File: config.mk
export PLATFORM = sky130hd
export DESIGN_NAME = reg_file_sb_flat
export DESIGN_NICKNAME = d
export VERILOG_FILES = /design/src/rtl/reg_file_pkg.sv /design/src/rtl/reg_file_sb_if.sv /design/src/rtl/reg_scoreboard.sv /design/src/rtl/reg_file_sb.sv /design/src/flat_wrapper.sv
export SDC_FILE = /design/constraint.sdc
export NUM_CORES = 2
export LEC_CHECK = 0
export CAP_MARGIN = 20
export CELL_PAD_IN_SITES_DETAIL_PLACEMENT = 0
export CELL_PAD_IN_SITES_GLOBAL_PLACEMENT = 2
export CORE_MARGIN = 2
export CORE_UTILIZATION = 47
export CTS_CLUSTER_SIZE = 28
export DETAILED_ROUTE_END_ITERATION = 16
export HOLD_SLACK_MARGIN = 0.1
export PLACE_DENSITY_LB_ADDON = 0.1
export SETUP_SLACK_MARGIN = 0.05
export SYNTH_ARGS = -nofsm -noshare
export SYNTH_HDL_FRONTEND = slang
export SYNTH_SLANG_ARGS = --single-unit
export TNS_END_PERCENT = 5
File: constraint.sdc
create_clock -name clk -period 3.6 [get_ports clk]
set_input_delay 0.72 -clock clk [delete_from_list [all_inputs] [get_ports clk]]
set_output_delay 0.72 -clock clk [all_outputs]
set_load 0.01 [all_outputs]
File: src/rtl/reg_file_pkg.sv
// Shared defaults and helpers for the scoreboarded GPR file.
// Imported by the interface, the scoreboard and the top level.
package reg_file_pkg;

    localparam int XLEN_DEF  = 32;
    localparam int DEPTH_DEF = 32;

    function automatic int cnt_w(input int depth);
        return $clog2(depth + 1);
    endfunction

endpackage

File: src/rtl/reg_file_sb_if.sv
// Decode/writeback bundle of the GPR file.
// The master side is decode plus writeback; the slave side is the register file.
interface reg_file_sb_if
    import reg_file_pkg::*;
#(
    parameter int XLEN  = XLEN_DEF,
    parameter int DEPTH = DEPTH_DEF,
    parameter int NREAD = 2
);

    localparam int AW = $clog2(DEPTH);
    localparam int CW = cnt_w(DEPTH);

    logic [NREAD*AW-1:0]   raddr;
    logic [NREAD*XLEN-1:0] rdata;
    logic [NREAD-1:0]      rbusy;
    logic                  iss_valid;
    logic [AW-1:0]         iss_rd;
    logic                  iss_stall;
    logic                  we;
    logic [AW-1:0]         waddr;
    logic [XLEN-1:0]       wdata;
    logic [CW-1:0]         busy_cnt;

    modport master (
        output raddr, iss_valid, iss_rd, we, waddr, wdata,
        input  rdata, rbusy, iss_stall, busy_cnt
    );

    modport slave (
        input  raddr, iss_valid, iss_rd, we, waddr, wdata,
        output rdata, rbusy, iss_stall, busy_cnt
    );

endinterface

File: src/rtl/reg_scoreboard.sv
// Per-register busy bits with a running popcount.
// Issue marks a destination busy, writeback clears it; issue wins on a collision.
module reg_scoreboard
    import reg_file_pkg::*;
#(
    parameter int DEPTH    = DEPTH_DEF,
    parameter int ZERO_REG = 1,
    localparam int AW      = $clog2(DEPTH),
    localparam int CW      = cnt_w(DEPTH)
) (
    input  logic             clk,
    input  logic             rst_n,
    input  logic             iss_valid,
    input  logic [AW-1:0]    iss_rd,
    input  logic             we,
    input  logic [AW-1:0]    waddr,
    output logic [DEPTH-1:0] busy,
    output logic             iss_stall,
    output logic [CW-1:0]    busy_cnt
);

    logic [DEPTH-1:0] busy_q;
    logic [CW-1:0]    cnt_q;
    logic             rd_zero;
    logic             byp;
    logic             set;
    logic             set_new;
    logic             clr_old;

    assign rd_zero   = (ZERO_REG != 0) && (iss_rd == '0);
    assign byp       = we && (waddr == iss_rd);
    assign iss_stall = iss_valid & busy_q[iss_rd] & ~byp & ~rd_zero;
    assign set       = iss_valid & ~iss_stall & ~rd_zero;

    // A same-register set+clear leaves the bit set, so neither side moves the count.
    assign set_new = set & ~busy_q[iss_rd];
    assign clr_old = we & busy_q[waddr] & ~(set & (iss_rd == waddr));

    always_ff @(posedge clk or negedge rst_n) begin
        if (!rst_n) begin
            busy_q <= '0;
            cnt_q  <= '0;
        end else begin
            for (int i = 0; i < DEPTH; i++) begin
                if (set && iss_rd == AW'(i))
                    busy_q[i] <= 1'b1;
                else if (we && waddr == AW'(i))
                    busy_q[i] <= 1'b0;
            end
            cnt_q <= cnt_q + CW'(set_new) - CW'(clr_old);
        end
    end

    assign busy     = busy_q;
    assign busy_cnt = cnt_q;

endmodule

File: src/rtl/reg_file_sb.sv
// Multi-read-port GPR file with write-first bypass and busy scoreboard.
// Reads are combinational; writes and scoreboard updates land on the rising edge.
module reg_file_sb
    import reg_file_pkg::*;
#(
    parameter int XLEN     = XLEN_DEF,
    parameter int DEPTH    = DEPTH_DEF,
    parameter int NREAD    = 2,
    parameter int ZERO_REG = 1
) (
    input logic          clk,
    input logic          rst_n,
    reg_file_sb_if.slave bus
);

    localparam int AW = $clog2(DEPTH);

    logic [XLEN-1:0]  mem [DEPTH];
    logic [DEPTH-1:0] busy;
    logic             wr_zero;

    assign wr_zero = (ZERO_REG != 0) && (bus.waddr == '0);

    always_ff @(posedge clk or negedge rst_n) begin
        if (!rst_n) begin
            for (int i = 0; i < DEPTH; i++)
                mem[i] <= '0;
        end else if (bus.we && !wr_zero) begin
            mem[bus.waddr] <= bus.wdata;
        end
    end

    reg_scoreboard #(
        .DEPTH    (DEPTH),
        .ZERO_REG (ZERO_REG)
    ) u_sb (
        .clk       (clk),
        .rst_n     (rst_n),
        .iss_valid (bus.iss_valid),
        .iss_rd    (bus.iss_rd),
        .we        (bus.we),
        .waddr     (bus.waddr),
        .busy      (busy),
        .iss_stall (bus.iss_stall),
        .busy_cnt  (bus.busy_cnt)
    );

    for (genvar i = 0; i < NREAD; i++) begin : g_rd
        logic [AW-1:0] ra;
        logic          hit;
        logic          rz;

        assign ra  = bus.raddr[i*AW +: AW];
        assign hit = bus.we && (bus.waddr == ra);
        assign rz  = (ZERO_REG != 0) && (ra == '0);

        assign bus.rdata[i*XLEN +: XLEN] = rz  ? '0 :
                                           hit ? bus.wdata : mem[ra];
        assign bus.rbusy[i] = busy[ra] & ~hit & ~rz;
    end

endmodule

File: src/flat_wrapper.sv
// flat-port wrapper written by rule: the top's interface ports become plain ports
module reg_file_sb_flat import reg_file_pkg::*;
#(
    parameter int XLEN     = XLEN_DEF,
    parameter int DEPTH    = DEPTH_DEF,
    parameter int NREAD    = 2,
    parameter int ZERO_REG = 1
)
  (clk, rst_n, bus_raddr, bus_iss_valid, bus_iss_rd, bus_we, bus_waddr, bus_wdata, bus_rdata, bus_rbusy, bus_iss_stall, bus_busy_cnt);
  reg_file_sb_if #(.XLEN(XLEN), .DEPTH(DEPTH), .NREAD(NREAD)) bus_i ();
  input logic clk;
  input logic rst_n;
  input wire logic [$bits(bus_i.raddr)-1:0] bus_raddr;
  input wire logic [$bits(bus_i.iss_valid)-1:0] bus_iss_valid;
  input wire logic [$bits(bus_i.iss_rd)-1:0] bus_iss_rd;
  input wire logic [$bits(bus_i.we)-1:0] bus_we;
  input wire logic [$bits(bus_i.waddr)-1:0] bus_waddr;
  input wire logic [$bits(bus_i.wdata)-1:0] bus_wdata;
  output wire logic [$bits(bus_i.rdata)-1:0] bus_rdata;
  output wire logic [$bits(bus_i.rbusy)-1:0] bus_rbusy;
  output wire logic [$bits(bus_i.iss_stall)-1:0] bus_iss_stall;
  output wire logic [$bits(bus_i.busy_cnt)-1:0] bus_busy_cnt;
  assign bus_i.raddr = bus_raddr;
  assign bus_i.iss_valid = bus_iss_valid;
  assign bus_i.iss_rd = bus_iss_rd;
  assign bus_i.we = bus_we;
  assign bus_i.waddr = bus_waddr;
  assign bus_i.wdata = bus_wdata;
  assign bus_rdata = bus_i.rdata;
  assign bus_rbusy = bus_i.rbusy;
  assign bus_iss_stall = bus_i.iss_stall;
  assign bus_busy_cnt = bus_i.busy_cnt;
  reg_file_sb #(.XLEN(XLEN), .DEPTH(DEPTH), .NREAD(NREAD), .ZERO_REG(ZERO_REG)) u_core (.clk(clk), .rst_n(rst_n), .bus(bus_i));
endmodule
==> results.tsv <==
stage	metric	value	unit
drt	router iterations before antenna repair	5	
drt	Final ANT Viol Nets	0	
finish	NumNets Final	4266	
logic_synthesis	list of most frequent post-synthesis cells	1,062 x dfrtp_1, 996 x mux2_2, 501 x mux4_2	
clock_network	Num Clock Sinks	1062	
drt	vias after detailed routing	39800	
clock_network	CTS tree	yes	
critical_path	Critical Path Fanout Max	9	
logic_synthesis	Yosys top cell by area	dfrtp_1	
sta	Final Max Slew Viols	0	
finish	layout cells sized above 1	0.572	
sta	max frequency	0.279	GHz
sta	Final Hold Viols	0	
sta	Worst-Margin Slew	0.873	ns
sta	unrepaired setup endpoints after global routing	yes	
logic_synthesis	sequential share of the synthesized area	0.466	
clock_network	Clock Latency Late Sink	0.75	ns
clock_network	Max clock buf depth	3	
logic_synthesis	most frequent cell after synthesis	dfrtp_1	
power	combinational share of power	0.228	
critical_path	crit end category	output port	
finish	P&R area growth vs syn	21.8	%
job	maxcap violations	0	
sta	Setup violations, final	0	
logic_synthesis	Yosys top cell area share	0.466	
clock_network	CTS root buf	clkbuf_16	
critical_path	Setup CP Type	input pin to output port	
sta	min cycle time layout	3.59	ns
logic_synthesis	Post-synth EDFFs	0	
floorplan	core area	120000	sq um
logic_synthesis	ys async rst share	1.00	
placed_design	hpwl dp	139000	microns
sta	Hold Slack	0.394	ns
drt	drt total wl	213000	microns
logic_synthesis	syn_nets	3884	
logic_synthesis	Cell variety after synth	56	
finish	fin util	0.578	
finish	FILL cells	9422	
logic_synthesis	post-synthesis cell count	3821	
drt	residual DRC count	0	
sta	Final Cycle Share	0.996	
clock_network	clock transition at the registers of the reported paths	0.05	ns
power	Internal	27.1	mW
floorplan	die width	352	microns
power	sequential power share	0.427	
logic_synthesis	Avg Cell Area, Syn	14.9	sq um
floorplan	initial core utilization	0.474	
global_route	initial antenna violation count	6	
logic_synthesis	ranking of synthesized cells by area	dfrtp_1 47%, mux4_2 20%, mux2_2 20%, mux2i_1 2.1%, a22oi_1 2.0%	
placed_design	Placed Area	64400	sq um
global_route	wire length of the first global-routing pass	307000	microns
power	power per cell area	545	nW/um^2
placed_design	Placed Cells	5634	
floorplan	num ports	129	
critical_path	crit path DAT	2.87	ns
logic_synthesis	area of the mapped netlist	57000	sq um
power	Max VDD drop	531	uV
logic_synthesis	Yosys reg bits	1062	
critical_path	Req. time, crit path	2.88	ns
floorplan	Die Y	352	microns
power	Sw Ratio	0.283	
power	Clock power frac	0.345	
logic_synthesis	Synthesis Warnings	0	
sta	Worst Clk Skew	0.0216	ns
floorplan	number of cell rows	127	
critical_path	Critical Path Source Type	input pin	
global_route	pin count of the biggest net entering global routing	124	
min_path	Worst Hold Class	flop to flop	
clock_network	cts bufs inserted	130	
finish	post-route cell area	69400	sq um
outcome	status	completed	
sta	Final WS setup	0.0144	ns
clock_network	H-tree Lvls	4	
placed_design	DP Worst Slack	-0.867	ns
drt	drt wl/cell	35.9	microns
global_route	grt ovf	0	
placed_design	Final GP Congestion	0.910	
placed_design	I/O Buffers	128	
global_route	global-route usage over all layers	0.343	
floorplan	Die Area	124000	sq um
finish	Layout Cells excl Fill	5912	
logic_synthesis	main flop type after synthesis	dfrtp_1	
power	Psw	10.7	mW
power	Static Leak	30.2	nW
drt	detailed router's first-iteration violation count	3967	
global_route	vias in the first global route	42200	
drt	Via density	6.73	
sta	relative slew slack	0.416	
[cells in the final DEF (no fill, tap or decap), types with 13 or more instances in the layout]
cell	synthesis	routed
nand4_1	30	30
buf_2	165	48
clkbuf_2	0	13
mux2i_1	119	115
a22o_1	82	75
buf_12	1	157
a22oi_1	150	130
clkbuf_16	0	135
clkinv_2	0	13
nor2_1	32	18
clkbuf_1	239	35
buf_6	4	24
o22ai_1	47	46
clkbuf_8	0	27
clkdlybuf4s50_1	0	42
buf_4	1	376
o21ai_2	18	18
inv_1	19	19
o221ai_1	22	21
a211oi_1	35	30
nand2_1	77	60
dfrtp_1	1062	1062
nor2_4	0	13
a211o_1	22	22
mux4_2	501	501
a21oi_1	26	25
nand2_2	0	17
mux2_2	996	996
a22oi_2	0	20
nand3_1	19	18
[layer usage]
metal	share of wire	global-route usage
met5	0.00016	0
met2	0.47	0.544
met3	0.081	0.0739
met1	0.40	0.459
met4	0.048	0.150
[worst max-delay path, cell delays in order]
cell             delay, ns
buf_12                0.15
buf_16                0.16
buf_12                0.15
buf_4                 0.16
mux4_2                0.51
a22oi_1               0.19
nand3_1               0.20
a22o_1                0.31
clkdlybuf4s15_2       0.29
[through the flow]
| stage | setup TNS (ns) | power [mW] |
|---|---|---|
| finish | 0 | 37.8 |
| global route | -0.0351 | 39.2 |
| CTS | -0.0821 | 37.9 |
| detailed placement | -37.51 | 24.8 |
| global placement | -37.92 | 24.3 |
| floorplan | 0 | 21.3 |
[power by group through the flow]
stage / registers, mW / clock network [mW] / logic, mW
global route: 16.3 / 13.8 / 9.15
global placement: 15.9 / 0 / 8.35
CTS: 16.0 / 13.2 / 8.61
detailed placement: 16.2 / 0 / 8.57
finish: 16.1 / 13.0 / 8.63
floorplan: 15.5 / 0 / 5.73
[cells by family after synthesis]
group           count (synthesis)  synth area share
mux                          1617             0.416
flops                        1062             0.466
buf+inv                       465            0.0351
compound gates                432            0.0581
simple gates                  218            0.0192
xor+xnor                       20           0.00307
fa+ha+maj                       7           0.00167
[final cells by class]
class | instances | area [sq um] | area share
antenna | 4 | 10.0 | 0.000144
clock buffer | 196 | 3870 | 0.0557
clock inverter | 29 | 348 | 0.00501
inverter | 19 | 71.3 | 0.00103
multi-input combinational | 2294 | 28900 | 0.417
sequential | 1062 | 26600 | 0.383
tap | 1612 | 2020 | 0.0291
timing repair buffer | 696 | 7580 | 0.109
[state kept, by name (all words and copies together), names as in the netlist]
register	count
u_core.mem	1024
u_core.u_sb.busy	32
u_core.u_sb.busy_cnt	6
[timing repair]
item | CTS | global route
endpoints found under the hold margin | 51 | 0
cloned | 3 | 0
pin swaps | 23 | 17
setup endpoints to repair | 67 | 65
gates resized for setup | 317 | 69
hold buffers | 1 | 0
buffers inserted | 30 | 15
[path summary, 6_finish.rpt]
path	start	to	slack [ns]	cells after the start
max	bus_raddr[0]	bus_rdata[26]	0.01	9
min	u_core.mem[995]$_DFFE_PN0P_	u_core.mem[995]$_DFFE_PN0P_	0.39	0
max reg2reg	u_core.u_sb.busy[5]$_DFFE_PN0P_	u_core.u_sb.busy_cnt[5]$_DFF_PN0_	0.31	14
min reg2reg	u_core.mem[995]$_DFFE_PN0P_	u_core.mem[995]$_DFFE_PN0P_	0.39	0
max in group asynchronous	rst_n	u_core.mem[239]$_DFFE_PN0P_	1.85	3
min in group asynchronous	rst_n	u_core.mem[630]$_DFFE_PN0P_	0.56	2
(Power assumes the default switching activity.)
